==> config.mk <==
export PLATFORM = sky130hd
export DESIGN_NAME = sdram_burst_arbiter
export DESIGN_NICKNAME = d
export VERILOG_FILES = /design/src/rtl/sdram_arb_pkg.sv /design/src/rtl/frame_addr_cnt.sv /design/src/rtl/sdram_burst_arbiter.sv
export SDC_FILE = /design/constraint.sdc
export NUM_CORES = 1
export LEC_CHECK = 0
export BUFFER_PORTS_ARGS = -buffer_cell sky130_fd_sc_hd__buf_2
export CAP_MARGIN = 15
export CORE_MARGIN = 1
export CORE_UTILIZATION = 40
export CTS_CLUSTER_SIZE = 14
export DETAILED_ROUTE_END_ITERATION = 10
export GPL_ROUTABILITY_DRIVEN = 0
export SYNTH_ARGS = -nofsm -noshare
export SYNTH_HDL_FRONTEND = slang
export SYNTH_SLANG_ARGS = --single-unit
==> constraint.sdc <==
create_clock -name clk -period 4.8 [get_ports clk]
set_input_delay 0.48 -clock clk [delete_from_list [all_inputs] [get_ports clk]]
set_output_delay 0.48 -clock clk [all_outputs]
set_load 0.01 [all_outputs]
==> src/rtl/sdram_arb_pkg.sv <==
// Shared command encodings and FSM state type for the SDRAM burst arbiter.
package sdram_arb_pkg;

  // Command type encodings presented to the SDRAM command engine.
  localparam logic [1:0] CMD_REF = 2'd0;
  localparam logic [1:0] CMD_WR  = 2'd1;
  localparam logic [1:0] CMD_RD  = 2'd2;

  // Arbiter FSM states.
  typedef enum logic [1:0] {
    StWaitInit,
    StArb,
    StReq,
    StBusy
  } arb_state_e;

endpackage

==> src/rtl/frame_addr_cnt.sv <==
// Frame word counter: advances by one burst per step and wraps at the last burst of a frame.
module frame_addr_cnt #(
  parameter int unsigned BURST_LEN   = 256,
  parameter int unsigned FRAME_WORDS = 307200,
  parameter int unsigned CNT_W       = $clog2(FRAME_WORDS)
) (
  input  logic             clk_i,
  input  logic             rst_i,
  input  logic             step_i,
  output logic [CNT_W-1:0] cnt_o,
  output logic             wrap_o
);

  localparam logic [CNT_W-1:0] LastCnt = CNT_W'(FRAME_WORDS - BURST_LEN);
  localparam logic [CNT_W-1:0] StepCnt = CNT_W'(BURST_LEN);

  logic [CNT_W-1:0] cnt_q, cnt_d;
  logic             at_last;

  assign at_last = (cnt_q == LastCnt);
  assign wrap_o  = step_i && at_last;
  assign cnt_o   = cnt_q;

  // Next count: hold, step by one burst, or wrap to the start of the frame.
  always_comb begin
    cnt_d = cnt_q;
    if (step_i) begin
      cnt_d = at_last ? '0 : cnt_q + StepCnt;
    end
  end

  // Count register with synchronous reset.
  always_ff @(posedge clk_i) begin
    if (rst_i) begin
      cnt_q <= '0;
    end else begin
      cnt_q <= cnt_d;
    end
  end

endmodule

==> src/rtl/sdram_burst_arbiter.sv <==
// Serializes write/read burst triggers and refresh requests into SDRAM engine commands,
// owns the frame address counters and steers engine data strobes to the FIFOs.
module sdram_burst_arbiter
  import sdram_arb_pkg::*;
#(
  parameter int unsigned ADDR_W      = 22,
  parameter int unsigned BURST_LEN   = 256,
  parameter int unsigned FRAME_WORDS = 307200,
  parameter int unsigned BASE_ADDR   = 0
) (
  input  logic              clk,
  input  logic              rst,
  input  logic              init_done,
  input  logic              ref_req,
  input  logic              wr_trig,
  input  logic              rd_trig,
  output logic              cmd_req,
  output logic [1:0]        cmd_type,
  output logic [ADDR_W-1:0] cmd_addr,
  input  logic              cmd_ack,
  input  logic              cmd_done,
  input  logic              eng_wr_data_req,
  input  logic              eng_rd_data_vld,
  output logic              wfifo_rd_en,
  output logic              rfifo_wr_en,
  output logic              frame_valid,
  output logic              wr_frame_end,
  output logic              rd_frame_end,
  output logic              trig_ovf
);

  localparam int unsigned CntW = $clog2(FRAME_WORDS);

  arb_state_e        state_q, state_d;
  logic [1:0]        cmd_type_q, cmd_type_d;
  logic [ADDR_W-1:0] cmd_addr_q, cmd_addr_d;
  logic              wr_pend_q, wr_pend_d;
  logic              rd_pend_q, rd_pend_d;
  logic              frame_valid_q, frame_valid_d;
  logic              trig_ovf_q, trig_ovf_d;
  // Set when WR was the most recently selected data command; cleared means WR wins a tie.
  logic              last_wr_q, last_wr_d;

  logic              handshake, done_ev, active;
  logic              cur_wr, cur_rd;
  logic              wr_hs, rd_hs;
  logic              wr_step, rd_step;
  logic              wr_wrap, rd_wrap;
  logic              wr_elig, rd_elig;
  logic [CntW-1:0]   wr_cnt, rd_cnt;
  logic [ADDR_W-1:0] wr_addr, rd_addr;

  assign handshake = (state_q == StReq) && cmd_ack;
  assign done_ev   = (state_q == StBusy) && cmd_done;
  assign active    = (state_q == StReq) || (state_q == StBusy);
  assign cur_wr    = active && (cmd_type_q == CMD_WR);
  assign cur_rd    = active && (cmd_type_q == CMD_RD);
  assign wr_hs     = handshake && (cmd_type_q == CMD_WR);
  assign rd_hs     = handshake && (cmd_type_q == CMD_RD);
  assign wr_step   = done_ev && (cmd_type_q == CMD_WR);
  assign rd_step   = done_ev && (cmd_type_q == CMD_RD);

  // Reads stay blocked until one complete frame has been written.
  assign wr_elig = wr_pend_q;
  assign rd_elig = rd_pend_q && frame_valid_q;

  assign wr_addr = ADDR_W'(BASE_ADDR) + ADDR_W'(wr_cnt);
  assign rd_addr = ADDR_W'(BASE_ADDR) + ADDR_W'(rd_cnt);

  frame_addr_cnt #(
    .BURST_LEN  (BURST_LEN),
    .FRAME_WORDS(FRAME_WORDS),
    .CNT_W      (CntW)
  ) u_wr_cnt (
    .clk_i (clk),
    .rst_i (rst),
    .step_i(wr_step),
    .cnt_o (wr_cnt),
    .wrap_o(wr_wrap)
  );

  frame_addr_cnt #(
    .BURST_LEN  (BURST_LEN),
    .FRAME_WORDS(FRAME_WORDS),
    .CNT_W      (CntW)
  ) u_rd_cnt (
    .clk_i (clk),
    .rst_i (rst),
    .step_i(rd_step),
    .cnt_o (rd_cnt),
    .wrap_o(rd_wrap)
  );

  // Pending latches and sticky flags; a trigger coinciding with its own handshake re-arms cleanly.
  always_comb begin
    wr_pend_d     = (wr_pend_q && !wr_hs) || wr_trig;
    rd_pend_d     = (rd_pend_q && !rd_hs) || rd_trig;
    trig_ovf_d    = trig_ovf_q
                  || (wr_trig && wr_pend_q && !wr_hs)
                  || (rd_trig && rd_pend_q && !rd_hs);
    frame_valid_d = frame_valid_q || wr_wrap;
  end

  // FSM next state plus command selection: refresh first, then round-robin WR/RD.
  always_comb begin
    state_d    = state_q;
    cmd_type_d = cmd_type_q;
    cmd_addr_d = cmd_addr_q;
    last_wr_d  = last_wr_q;
    unique case (state_q)
      StWaitInit: begin
        if (init_done) begin
          state_d = StArb;
        end
      end
      StArb: begin
        if (ref_req) begin
          cmd_type_d = CMD_REF;
          cmd_addr_d = '0;
          state_d    = StReq;
        end else if (wr_elig && (!rd_elig || !last_wr_q)) begin
          cmd_type_d = CMD_WR;
          cmd_addr_d = wr_addr;
          last_wr_d  = 1'b1;
          state_d    = StReq;
        end else if (rd_elig) begin
          cmd_type_d = CMD_RD;
          cmd_addr_d = rd_addr;
          last_wr_d  = 1'b0;
          state_d    = StReq;
        end
      end
      StReq: begin
        if (cmd_ack) begin
          state_d = StBusy;
        end
      end
      StBusy: begin
        if (cmd_done) begin
          state_d = StArb;
        end
      end
      default: state_d = StWaitInit;
    endcase
  end

  // State, command and flag registers with synchronous reset.
  always_ff @(posedge clk) begin
    if (rst) begin
      state_q       <= StWaitInit;
      cmd_type_q    <= CMD_REF;
      cmd_addr_q    <= '0;
      wr_pend_q     <= 1'b0;
      rd_pend_q     <= 1'b0;
      frame_valid_q <= 1'b0;
      trig_ovf_q    <= 1'b0;
      last_wr_q     <= 1'b0;
    end else begin
      state_q       <= state_d;
      cmd_type_q    <= cmd_type_d;
      cmd_addr_q    <= cmd_addr_d;
      wr_pend_q     <= wr_pend_d;
      rd_pend_q     <= rd_pend_d;
      frame_valid_q <= frame_valid_d;
      trig_ovf_q    <= trig_ovf_d;
      last_wr_q     <= last_wr_d;
    end
  end

  assign cmd_req      = (state_q == StReq);
  assign cmd_type     = cmd_type_q;
  assign cmd_addr     = cmd_addr_q;
  // Strobes pass straight through so the FIFO and engine see zero added latency.
  assign wfifo_rd_en  = eng_wr_data_req && cur_wr;
  assign rfifo_wr_en  = eng_rd_data_vld && cur_rd;
  assign frame_valid  = frame_valid_q;
  assign wr_frame_end = wr_wrap;
  assign rd_frame_end = rd_wrap;
  assign trig_ovf     = trig_ovf_q;

endmodule
==> flow_summary.yaml, run 1 <==
finish:
  drive_above_1_share: 0.216
  utilization: 0.483
  syn2layout_area_growth_pct: 12.9
  finalNetCount: 270
  finalNonFillerCells: 322
  antenna_cells: 0
global_routing:
  gr-total-overflow: 0
  grt_pass1_wl_mm: 7.31
  grt.total_usage: 0.179
  grt_pass1_vias: 1506
  antenna_found_initial: 0
  grt_max_degree: 25
yosys:
  synth_top_cell_by_area: "dfxtp_1"
  synth_ff_type: "dfxtp_1"
  synth.distinct_cells: 45
  synth_edf_count: 0
  async_flop_share: 0
  synth_cells: 226
  synth_commonest_cells: "44 x nor2_1, 43 x dfxtp_1, 12 x nand2_1, 12 x xnor2_1"
  syn_area_um2: 2070
  ys_top_cells_by_area: "dfxtp_1 42%, nor2_1 8.0%, a222oi_1 5.3%, xnor2_1 5.1%, buf_4 4.0%"
  synth-seq-cells: 43
  yosysTopAreaCellShare: 0.415
  yosysSeqAreaShare: 0.415
  synth.avg_cell_area_um2: 9.17
  synth_most_common_cell: "nor2_1"
  synth_warnings: 0
timing:
  rsz0062_at_grt: "no"
  period_needed_ns: 2.43
  skew_ns: 0.00943
  fmax_mhz: 412
  setup_viol: 0
  hold_ws_ns: 0.398
  slew_violations: 0
  setup_slack_ns: 2.37
  tightest_slew_ns: 1.00
  fin_tns_setup_ns: 0
  slew_headroom: 0.330
  min_period_over_period: 0.506
  hold_viol_final: 0
critical_path:
  path_cells: "ha_1 -> nand4b_4 -> or3_4 -> nor2_1 -> buf_2"
  cp-start-kind: "register"
  worst-r2r-setup-slack_ns: 2.88
  timing.rr.end: "cmd_addr[11]"
  worstPathRequired_ns: 4.32
  timing.rr.start: "state_q[1]"
  worstPathArrival_ns: 1.95
  endpoint: "wr_frame_end"
  crit_path_max_fanout: 9
  crit_type: "reg -> out"
  worstSetupStartpoint: "state_q[0]"
  cp-end-kind: "output port"
  crit_path_top_delay_cell: "dfxtp_1"
  critical_path.max_stage_delay_ns: 0.38
  reg2reg_depth: 6
drt:
  detail-route-antenna-nets: 0
  drc_errors: 0
  vias: 1675
  first_pass_iters: 6
  drtIter0Drc: 120
  avgViaCountPerCell: 5.20
  drt-wirelength-per-cell_um: 13.5
  routed_wl_mm: 4.34
floorplanning:
  fp.coreArea_um2: 4850
  std_cell_rows: 25
  die_h_um: 74.0
  start_util: 0.428
  die_x_um: 74.0
  dieArea_um2: 5480
  io_pins: 41
clocking:
  htree_num_levels: 2
  cts_setup_buffers: 0
  cts_tree: "done"
  insertion_delay_ns: 0.30
  hold_buffers: 0
  cts_max_path_buffers: 2
  cts_root_buf: "clkbuf_8"
  clk_pin_slew_ns: 0.09
  numCtsBuffers: 5
  cts_resized: 0
  clock-sinks: 43
place:
  hpwl_mm: 3.18
  portBuffers: 37
  dp_cells: 314
  place_ws_ns: 2.69
run:
  maxCapViolCount: 0
hold_path:
  hp-class: "in -> reg"
  whs_path_depth: 3
status:
  outcome: "finished, final reports clean"
power:
  ir_drop_mv: 0.198
  swShare: 0.266
  p_sw_uw: 204
  p_leak_uw: 0.000965
  power_frac_comb: 0.136
  powerDensity_nw_per_um2: 328
  pwr-share-clk: 0.370
  seqPwrFrac: 0.494
  intPower_uw: 564
[state kept, by name (all words and copies together) (netlist names), 2 cells and up]
| signal | flops |
|---|---|
| cmd_addr | 12 |
| u_rd_cnt.cnt_o | 11 |
| u_wr_cnt.cnt_o | 11 |
| cmd_type | 2 |
| state_q | 2 |
[worst max-delay path, delay by kind of cell, from the launching register on]
kind | cells | cell delay (ns)
and+or+nand+nor | 3 | 0.76
DFF | 1 | 0.38
adders and majority gates | 1 | 0.33
buffers and inverters | 1 | 0.17
[power groups by stage]
stage                     Combinational (µW)  Clock (µW)  Sequential, µW
final                                    105         284             380
after CTS                                106         290             380
after floorplan                         84.4           0             386
after global placement                   104           0             387
after global routing                     120         307             382
after detailed placement                 106           0             388
[final cells by class]
type | instances | area [µm²]
fillers | 467 | 2510
flip-flops and latches | 43 | 861
clock buffers | 5 | 68.8
clock inverters | 3 | 43.8
inverters | 5 | 18.8
well taps | 67 | 83.8
multi-input cells | 162 | 1080
repair buffers | 37 | 185
[kinds of logic (layout without fill, tap and decap cells)]
kind of cell	after synthesis	after routing	share of synthesized area
compound gates	32	32	0.123
other cells	1	3	0.00181
simple gates	100	100	0.267
buf+inv	23	50	0.0676
xor+xnor	20	20	0.0845
mux	1	1	0.00483
fa+ha+maj	6	6	0.0362
flops	43	43	0.415
[layout by cell type, fill, tap and decap left out, types with 2 or more instances in the layout]
master	netlist	layout
a21oi_1	10	10
a222oi_1	11	11
a31oi_1	2	2
and4_1	2	2
and4b_1	2	2
buf_2	3	37
clkbuf_8	0	5
conb_1	1	3
dfxtp_1	43	43
ha_1	6	6
inv_1	5	5
nand2_1	12	12
nand2b_1	2	2
nand3_1	8	8
nand4_1	4	4
nand4b_1	2	2
nor2_1	44	44
nor2b_1	3	3
nor3_1	4	4
nor4_1	3	3
nor4bb_1	2	2
o21ai_0	3	3
or2_2	2	2
xnor2_1	12	12
xor2_1	8	8
[through the flow]
stage	area [µm²]	power, µW
2_1_floorplan	2080	471
3_3_place_gp	2230	491
3_5_place_dp	2230	494
4_1_cts	2340	776
5_1_grt	2340	809
6_report	2340	769
[worst min path at each step]
stage                            from                 to
finish                        wr_trig            wr_elig
global route                  rd_trig          rd_pend_q
CTS                           wr_trig            wr_elig
detailed placement         state_q[0]         state_q[0]
global placement    u_wr_cnt.cnt_o[9]  u_wr_cnt.cnt_o[9]
floorplan           u_wr_cnt.cnt_o[9]  u_wr_cnt.cnt_o[9]
[routing by layer]
layer  vias up  GRT usage  share of wire
li1        847          -              -
met1       780      0.262           0.50
met2        42      0.247           0.43
met3         6     0.0556          0.059
met4         0     0.0577          0.012
met5         -          0              0
(Power assumes the default switching activity.)
==> run 2: changes to the inputs <==
==> constraint.sdc (replaced) <==
create_clock -name clk -period 2.1 [get_ports clk]
set_input_delay 0.21 -clock clk [delete_from_list [all_inputs] [get_ports clk]]
set_output_delay 0.21 -clock clk [all_outputs]
set_load 0.01 [all_outputs]
==> run 2 against run 1 <==
  * Sequential share of layout area decreased by 0.31 points
  * Sequential power increased by 130%
  * Clock power increased by 110%
  * Core utilization increased by 0.62 points
  * Flip-flop and latch count unchanged
  * Final cell count increased by 0.93%
  * Die area unchanged
  * Critical path type unchanged
  * Largest cell class unchanged
==> flow_summary.yaml, run 2 (synthesized netlist as in run 1, its figures left out) <==
status:
  outcome: "finished, final reports clean"
drt:
  drtIter0Drc: 160
  vias: 1672
  routed_wl_mm: 4.49
  avgViaCountPerCell: 5.14
  detail-route-antenna-nets: 0
  drc_errors: 0
  first_pass_iters: 4
  drt-wirelength-per-cell_um: 13.8
timing:
  tightest_slew_ns: 0.998
  slew_violations: 0
  setup_slack_ns: 0.118
  min_period_over_period: 0.944
  skew_ns: 0.0114
  hold_viol_final: 0
  slew_headroom: 0.335
  setup_viol: 0
  period_needed_ns: 1.98
  fmax_mhz: 505
  fin_tns_setup_ns: 0
  rsz0062_at_grt: "no"
floorplanning:
  io_pins: 41
  start_util: 0.428
  dieArea_um2: 5480
  die_x_um: 74.0
  std_cell_rows: 25
  fp.coreArea_um2: 4850
  die_h_um: 74.0
global_routing:
  gr-total-overflow: 0
  grt.total_usage: 0.179
  grt_pass1_vias: 1543
  grt_pass1_wl_mm: 7.39
  grt_max_degree: 25
  antenna_found_initial: 0
power:
  total_power_uw: 1740
  p_leak_uw: 0.000973
  ir_drop_mv: 0.378
  powerDensity_nw_per_um2: 733
clocking:
  cts_tree: "done"
  cts_setup_buffers: 0
  clock-sinks: 43
  cts_max_path_buffers: 2
  htree_num_levels: 2
  cts_root_buf: "clkbuf_8"
  hold_buffers: 0
  numCtsBuffers: 5
  insertion_delay_ns: 0.30
  clk_pin_slew_ns: 0.09
critical_path:
  path_cells: "ha_1 -> nand2_1 -> or3_4 -> nor2_1 -> buf_2"
  worstPathRequired_ns: 1.89
  worstPathArrival_ns: 1.77
  critical_path.max_stage_delay_ns: 0.40
  crit_path_max_fanout: 4
  cp-start-kind: "register"
  worst-r2r-setup-slack_ns: 0.18
  crit_type: "reg -> out"
  crit_path_top_delay_cell: "dfxtp_1"
  cp-end-kind: "output port"
finish:
  syn2layout_area_growth_pct: 14.4
  antenna_cells: 0
  drive_above_1_share: 0.240
  finalNonFillerCells: 325
  n_fill_cell: 468
  mostFrequentLayoutCell: "nor2_1"
  layout_common_cells: "44 x nor2_1, 40 x dfxtp_1, 37 x buf_2"
  finalNetCount: 273
  largest_reg_flops: 12
place:
  hpwl_mm: 3.20
  portBuffers: 37
  place_ws_ns: 0.164
  dp_cells: 317
hold_path:
  hp-class: "in -> reg"
run:
  maxCapViolCount: 0
## run 2: changes by cell type in the layout (fill, tap and decap cells not counted)
cell	delta
buf_4	+3
dfxtp_1	-3
dfxtp_2	+3
clkbuf_8	+2
bufinv_16	-1
clkinv_2	-1
clkinv_4	-1
clkinvlp_4	+1
ha_1	-1
ha_4	+1
## run 2: metrics by stage
stage / area [µm²] / utilization / hold WS, ns
after floorplan: 2080 / - / 0.327
after global placement: 2250 / 0.464 / 0.440
after detailed placement: 2250 / 0.464 / 0.438
after CTS: 2360 / 0.486 / 0.139
after global routing: 2370 / 0.489 / 0.173
final: 2370 / 0.489 / 0.138
## run 2: path summary, 6_finish.rpt
kind                startpoint      endpoint  cells after the start
max          u_wr_cnt.cnt_o[9]  wr_frame_end                      5
min                    wr_trig       wr_elig                      3
max reg2reg         state_q[1]  cmd_addr[14]                      6
min reg2reg         state_q[0]    state_q[0]                      2
## run 2: final cells by class
cell class	count	area (µm²)	area share
multi-input cells	162	1090	0.461
flip-flops and latches	43	865	0.365
repair buffers	40	208	0.0876
clock buffers	7	96.3	0.0406
well taps	67	83.8	0.0354
inverters	5	18.8	0.00792
clock inverters	1	7.51	0.00317
## run 2: timing repair
action,4_1_cts,5_1_grt
endpoints found under the setup margin,1,1
cloned,0,0
gates resized for setup,1,4
## run 2: per-layer routing
metal | global-route usage | wire [µm]
met1 | 0.253 | 2270
met5 | 0 | 0
met2 | 0.269 | 2020
met3 | 0.0366 | 175
met4 | 0.0641 | 25
## run 2: power by group
part | total (µW) | internal (µW) | switching (µW)
Clock | 594 | 300 | 294
Combinational | 264 | 112 | 151
Sequential | 880 | 845 | 35.1
## run 2: worst max-delay path: cells and delay by family (launching register included)
kind	cells	cell delay, ns
adders and majority gates	1	0.22
and+or+nand+nor	3	0.70
buffers and inverters	1	0.16
DFF	1	0.40
